$ cat src/rtl/core_seq_ctrl.sv
// rtl/core_seq_ctrl.sv - tile sequencer: clear core, stream K operand beats, drain, present results
// Optional feature macro: CORE_SEQ_CTRL_ZSKIP_EN (skip all-zero operand beats, adds skip_cnt output)
module core_seq_ctrl #(
    parameter int N_GROUP  = 4,
    parameter int N_UNIT   = 4,
    parameter int N_MUL    = 4,
    parameter int DW_MUL   = 8,
    parameter int DW_ADD   = 32,
    parameter int CORE_LAT = 2,
    parameter int KW       = 8
) (
    input  logic                               clk,
    input  logic                               reset,
    input  logic                               start,
    input  logic [KW-1:0]                      k_steps,
    input  logic                               abort,
    output logic                               busy,
    output logic                               done,
    input  logic                               op_valid,
    output logic                               op_ready,
    input  logic [DW_MUL*N_MUL*N_GROUP-1:0]    op_a,
    input  logic [DW_MUL*N_MUL*N_UNIT-1:0]     op_b,
    output logic                               core_reset,
    output logic                               core_enable,
    output logic [DW_MUL*N_MUL*N_GROUP-1:0]    core_in_a,
    output logic [DW_MUL*N_MUL*N_UNIT-1:0]     core_in_b,
    output logic [1:0]                         core_in_valid,
    input  logic [DW_ADD*N_UNIT*N_GROUP-1:0]   core_out,
    output logic                               res_valid,
    input  logic                               res_ready,
    output logic [DW_ADD*N_UNIT*N_GROUP-1:0]   res_data
`ifdef CORE_SEQ_CTRL_ZSKIP_EN
    ,
    output logic [KW-1:0]                      skip_cnt
`endif
);

    // Drain counter must hold values 0..CORE_LAT.
    localparam int DCW = $clog2(CORE_LAT + 1) + 1;

    typedef enum logic [2:0] {
        S_IDLE  = 3'd0,
        S_CLEAR = 3'd1,
        S_FEED  = 3'd2,
        S_DRAIN = 3'd3,
        S_OUT   = 3'd4
    } state_t;

    state_t          state_q;
    state_t          state_d;
    logic [KW-1:0]   k_q;
    logic [KW-1:0]   beat_q;
    logic [DCW-1:0]  drain_q;
    logic            beat_acc;
    logic            last_beat;
    logic            drain_last;

    // A beat is only taken in FEED and never in the same cycle as a cancel.
    assign beat_acc   = op_valid && op_ready && !abort;
    assign last_beat  = beat_acc && (beat_q == (k_q - KW'(1)));
    // Final drain cycle: last beat's presentation cycle plus CORE_LAT cycles.
    assign drain_last = (state_q == S_DRAIN) && (drain_q == DCW'(CORE_LAT));

`ifdef CORE_SEQ_CTRL_ZSKIP_EN
    logic beat_zero;
    assign beat_zero = (op_a == '0) || (op_b == '0);
`endif

    // State register.
    always_ff @(posedge clk or negedge reset) begin
        if (!reset) begin
            state_q <= S_IDLE;
        end else begin
            state_q <= state_d;
        end
    end

    // Next-state decode and state-derived outputs (no input-to-output paths on ready/valid).
    always_comb begin
        state_d     = state_q;
        busy        = 1'b0;
        op_ready    = 1'b0;
        core_reset  = 1'b0;
        core_enable = 1'b0;
        res_valid   = 1'b0;
        case (state_q)
            S_IDLE: begin
                if (start && (k_steps != '0)) begin
                    state_d = S_CLEAR;
                end
            end
            S_CLEAR: begin
                busy        = 1'b1;
                core_reset  = 1'b1;
                core_enable = 1'b1;
                state_d     = S_FEED;
            end
            S_FEED: begin
                busy        = 1'b1;
                op_ready    = 1'b1;
                core_enable = 1'b1;
                if (last_beat) begin
                    state_d = S_DRAIN;
                end
            end
            S_DRAIN: begin
                busy        = 1'b1;
                core_enable = 1'b1;
                if (drain_last) begin
                    state_d = S_OUT;
                end
            end
            S_OUT: begin
                busy      = 1'b1;
                res_valid = 1'b1;
                if (res_ready) begin
                    state_d = S_IDLE;
                end
            end
            default: begin
                state_d = S_IDLE;
            end
        endcase
        if (abort) begin
            state_d = S_IDLE;
        end
    end

    // Latch the tile length when a start is seen in IDLE.
    always_ff @(posedge clk or negedge reset) begin
        if (!reset) begin
            k_q <= '0;
        end else if ((state_q == S_IDLE) && start) begin
            k_q <= k_steps;
        end
    end

    // Accepted-beat counter, restarted on every tile clear.
    always_ff @(posedge clk or negedge reset) begin
        if (!reset) begin
            beat_q <= '0;
        end else if (state_q == S_CLEAR) begin
            beat_q <= '0;
        end else if (beat_acc) begin
            beat_q <= beat_q + KW'(1);
        end
    end

    // Drain cycle counter, held at zero outside DRAIN.
    always_ff @(posedge clk or negedge reset) begin
        if (!reset) begin
            drain_q <= '0;
        end else if (state_q == S_DRAIN) begin
            drain_q <= drain_q + DCW'(1);
        end else begin
            drain_q <= '0;
        end
    end

    // Register operands on each accepted beat; valid is a one-cycle strobe following the beat.
    always_ff @(posedge clk or negedge reset) begin
        if (!reset) begin
            core_in_a     <= '0;
            core_in_b     <= '0;
            core_in_valid <= 2'b00;
        end else begin
            if (beat_acc) begin
                core_in_a <= op_a;
                core_in_b <= op_b;
`ifdef CORE_SEQ_CTRL_ZSKIP_EN
                core_in_valid <= beat_zero ? 2'b00 : 2'b11;
`else
                core_in_valid <= 2'b11;
`endif
            end else begin
                core_in_valid <= 2'b00;
            end
        end
    end

    // Capture core results on the final drain cycle; held stable through OUT.
    always_ff @(posedge clk or negedge reset) begin
        if (!reset) begin
            res_data <= '0;
        end else if (drain_last && !abort) begin
            res_data <= core_out;
        end
    end

    // Completion pulse: zero-length tile in IDLE, or result handshake in OUT; suppressed by abort.
    always_ff @(posedge clk or negedge reset) begin
        if (!reset) begin
            done <= 1'b0;
        end else begin
            done <= !abort &&
                    (((state_q == S_IDLE) && start && (k_steps == '0)) ||
                     ((state_q == S_OUT) && res_ready));
        end
    end

`ifdef CORE_SEQ_CTRL_ZSKIP_EN
    // Count beats that were accepted but withheld from the core.
    always_ff @(posedge clk or negedge reset) begin
        if (!reset) begin
            skip_cnt <= '0;
        end else if (state_q == S_CLEAR) begin
            skip_cnt <= '0;
        end else if (beat_acc && beat_zero) begin
            skip_cnt <= skip_cnt + KW'(1);
        end
    end
`endif

endmodule

$ cat config.mk
export PLATFORM = sky130hd
export DESIGN_NAME = core_seq_ctrl
export DESIGN_NICKNAME = d
export VERILOG_FILES = /design/src/rtl/core_seq_ctrl.sv
export SDC_FILE = /design/constraint.sdc
export NUM_CORES = 1
export LEC_CHECK = 0
export CAP_MARGIN = 20
export CELL_PAD_IN_SITES_DETAIL_PLACEMENT = 1
export CELL_PAD_IN_SITES_GLOBAL_PLACEMENT = 2
export CORE_AREA = 2 2 600 602
export CTS_CLUSTER_SIZE = 25
export DETAILED_ROUTE_END_ITERATION = 16
export DIE_AREA = 0 0 602 604
export GPL_TIMING_DRIVEN = 0
export PLACE_DENSITY_LB_ADDON = 0.1
export SYNTH_ARGS = -nofsm -noshare
export SYNTH_HDL_FRONTEND = slang
export SYNTH_SLANG_ARGS = --single-unit
$ cat constraint.sdc
create_clock -name clk -period 2.2 [get_ports clk]
set_clock_uncertainty 0.15 [all_clocks]
set_input_delay 0.66 -clock clk [delete_from_list [all_inputs] [get_ports clk]]
set_output_delay 0.66 -clock clk [all_outputs]
set_load 0.005 [all_outputs]
==> metrics.md <==
| Metric | Value |
|---|---|
| Run status | complete, but fails checks |
| Failing checks | negative hold slack, negative setup slack |
| Number of fill cells | 40,556 |
| Path type of the worst min-delay path | in2async |
| Via density | 2.85 |
| Count of state elements after synthesis | 792 |
| Number of non-filler instances in the completed layout | 9,233 |
| Total gr overflow | 0 |
| Post-detailed-route DRC marker count | 0 |
| Number of buffers inserted for hold repair after clock tree synthesis | 4 |
| H-tree depth reported by CTS | 4 |
| Worst-case vdd ir drop | 0.557 mV |
| Core Region | 358,000 sq um |
| Relative area change from synthesis to final layout | 89.3% |
| Hold Worst Slack | -136 ps |
| Number of rows created at floorplan | 220 |
| Most common cell after layout, fill and taps aside | clkdlybuf4s50_1 |
| Clk sink count | 792 |
| Total nets after synthesis | 3,091 |
| Number of different library cells in the post-synthesis netlist | 38 |
| Met1 Track Usage GR | 0.122 |
| Most crowded layer after global routing | met2 |
| Avg Inst Size Synth | 13.8 sq um |
| Wire length of the first global-routing pass | 300,000 um |
| Layout Utilization | 0.168 |
| M3 GR Usage | 0.0578 |
| CP endpoint kind | output port |
| Via count of the first global-routing pass | 27,798 |
| HPWL reported at the end of detailed placement | 188,000 um |
| Total number of yosys warnings | 0 |
| Transition at the pin with the smallest max-transition slack | 1030 ps |
| Cells traversed along the worst timing path | nor2_4 > buf_12 > xnor2_2 > buf_6 |
| Final count of pins violating max slew | 0 |
| Unrepaired setup endpoints after global routing | true |
| Top cell type's share of synthesized area | 0.623 |
| Total Routed Length | 238,000 um |
| Critical-path cell with the highest stage delay | dfrtp_2 |
| Maximum capacitance violations | 0 |
| Number of antenna violations at the first check in global routing | 153 |
| Hold violation count in the final report | 109 |
| Vias after detailed routing | 26,344 |
| Cell area after synthesis | 31,800 sq um |
| Tot GR Track Use | 0.125 |
| Achievable clock frequency | 384 MHz |
| Yosys top cell by area | dfrtp_1 |
| Pre-CTS WS | -2420 ps |
| Commonest cells after routing, fill and taps aside | clkdlybuf4s50_1 (827), nand2_1 (773), dfrtp_1 (749) |
| Average wire per standard cell | 25.8 um |
| Delay of the slowest cell on the worst path | 460 ps |
| Worst Path Required | 1390 ps |
| Number of failing setup endpoints in the final timing report | 773 |
| Top Ports | 1,558 |
| Grt met2 use | 0.238 |
| Worst Setup Slack, final | -404 ps |
| Delay-heaviest family, CP | flip-flops |
| Startpoint type of the worst setup path | flip-flop |
| Die Y | 604 um |
| Number of nets still failing antenna checks after routing | 0 |
| I/O Buffers | 1,557 |
| Cells taking the most area after synthesis | dfrtp_1 (62%), mux2_4 (22%), nand2_1 (9.2%), buf_6 (1.8%), mux2_2 (1.7%) |
| Kind of critical path | reg2out |
| Fraction of the yosys area taken by sequential cells | 0.623 |
| Die Footprint | 364,000 sq um |
| Max Fanout on Critical Path | 5 |
| TritonRoute pass-1 iters | 4 |
| Fraction of layout cells with a size suffix above 1 | 0.416 |
| Starting Density | 0.0889 |
| Arrival @ worst endpoint | 1790 ps |
| CP bufs+invs | 2 |
| Cell count after synthesis | 2,305 |
| Period Utilization, post-route | 1.18 |
| Clock root buffer | clkbuf_16 |
| Total power | 54.8 mW |
| Maximum root-to-sink buffer count | 4 |
| GP Congestion | 0.757 |
| Clock tree from TritonCTS | done |
| Maximum number of pins on one net before global-route repair | 131 |
| Static leakage power | 29.1 nW |
| Die W | 602 um |
| Skew-Pair Late Insertion Delay | 790 ps |
| Relative slew slack | 0.312 |
| Post-layout nets | 5,108 |
| Cell Pwr Density | 911 nW/um^2 |
| Dpl cells | 8,648 |
| CTS clock-pin slew for the worst setup and hold paths | 60 ps |
| Number of buffers created by CTS | 134 |
| Shortest clock period the worst path allows after layout | 2600 ps |
| DR iter-0 viols | 1,011 |
[worst register-to-register path, stage by stage (launching register included)]
cell and delay (ps):
dfrtp_2 440, buf_4 140, buf_6 80, nand2_1 70, or2_4 240, or3_4 360, buf_12 160, buf_16 170
clkbuf_16 210, buf_12 170, mux2_4 300
[cells in the mapped netlist]
master and n:
a211oi_1 1, a21oi_1 8, a22oi_1 1, a31oi_1 1, a41oi_1 1, and2_1 1, and3_1 2, and4b_1 1
buf_1 3, buf_2 5, buf_4 1, buf_6 52, clkbuf_1 58, dfrtp_1 792, ha_1 4, inv_1 6
mux2_2 49, mux2_4 469, nand2_1 779, nand2b_1 6, nand3_1 2, nand3b_1 1, nand4_1 4, nor2_1 16
nor2b_1 3, nor3_1 5, nor3b_1 1, nor4_1 2, o211ai_1 1, o21ai_0 5, o21bai_1 1, o31ai_1 1
o32ai_1 1, or2_1 1, or3_1 1, or4_1 2, xnor2_1 11, xor2_1 7
[kinds of logic (layout without fill, tap and decap cells)]
| kind of cell | count (synthesis) | after routing | share of synthesized area |
|---|---|---|---|
| flops | 792 | 792 | 0.623 |
| mux | 518 | 518 | 0.239 |
| fa+ha+maj | 4 | 4 | 0.00157 |
| xor+xnor | 18 | 18 | 0.00496 |
| other cells | 0 | 47 | 0 |
| simple gates | 827 | 827 | 0.100 |
| buf+inv | 125 | 2233 | 0.0273 |
| compound gates | 21 | 21 | 0.00397 |
[worst paths after layout]
kind | slack (ps) | startpoint | endpoint | cells after the start
worst max-delay path | -400 | state_q[0]$_DFFE_PN0P_ | busy | 4
worst min-delay path | -140 | reset | core_in_a[35]$_DFFE_PN0P_ | 3
worst max register to register | -380 | state_q[0]$_DFFE_PN0P_ | res_data[276]$_DFFE_PN0P_ | 10
worst min register to register | 310 | drain_q[0]$_DFF_PN0_ | drain_q[0]$_DFF_PN0_ | 1
max in group asynchronous | 20 | reset | res_data[511]$_DFFE_PN0P_ | 5
min in group clk | 210 | op_b[35] | core_in_b[35]$_DFFE_PN0P_ | 3
[power by group]
part / internal (mW) / total [mW] / leakage (nW) / switching (mW)
logic: 7.81 / 14.0 / 17.0 / 6.17
clock network: 12.6 / 21.3 / 2.05 / 8.66
registers: 17.5 / 19.6 / 10.1 / 2.07
[flip-flops by register name (all words and copies together), names as in the netlist]
register       cells
res_data         512
core_in_a        128
core_in_b        128
beat_q             8
k_q                8
drain_q            3
state_q            3
core_in_valid      1
done               1
[per-stage QoR]
step	TNS, ps	area (sq um)
after floorplan	0	31800
final	-176540	60200
after global routing	-282580	60100
after global placement	-	53400
after CTS	-535190	58300
after detailed placement	-1377640	53700
[timing repair]
item | in CTS | in global routing
pin swaps | 2 | 5
gates cloned | 2 | 7
resized for setup | 417 | 2326
endpoints found under the hold margin | 93 | 140
setup endpoints to repair | 1655 | 1656
setup buffers | 15 | 286
[cell type report]
cell class | count | area (sq um) | share of cell area
plain buffers | 117 | 1300 | 0.0215
inverters | 6 | 26.3 | 0.000437
multi-input cells | 1388 | 11200 | 0.186
diodes | 47 | 118 | 0.00195
clock inverters | 17 | 165 | 0.00274
well taps | 4773 | 5970 | 0.0992
clock buffers | 210 | 4020 | 0.0667
flip-flops and latches | 792 | 19900 | 0.330
repair buffers | 1883 | 17500 | 0.291
[routing by layer]
layer  routed length [um]  share of wire
met5                  557         0.0023
met1                81400           0.34
met2               128000           0.54
met3                22200          0.093
met4                 5230          0.022
No activity file was read; power rests on OpenSTA's default activity.
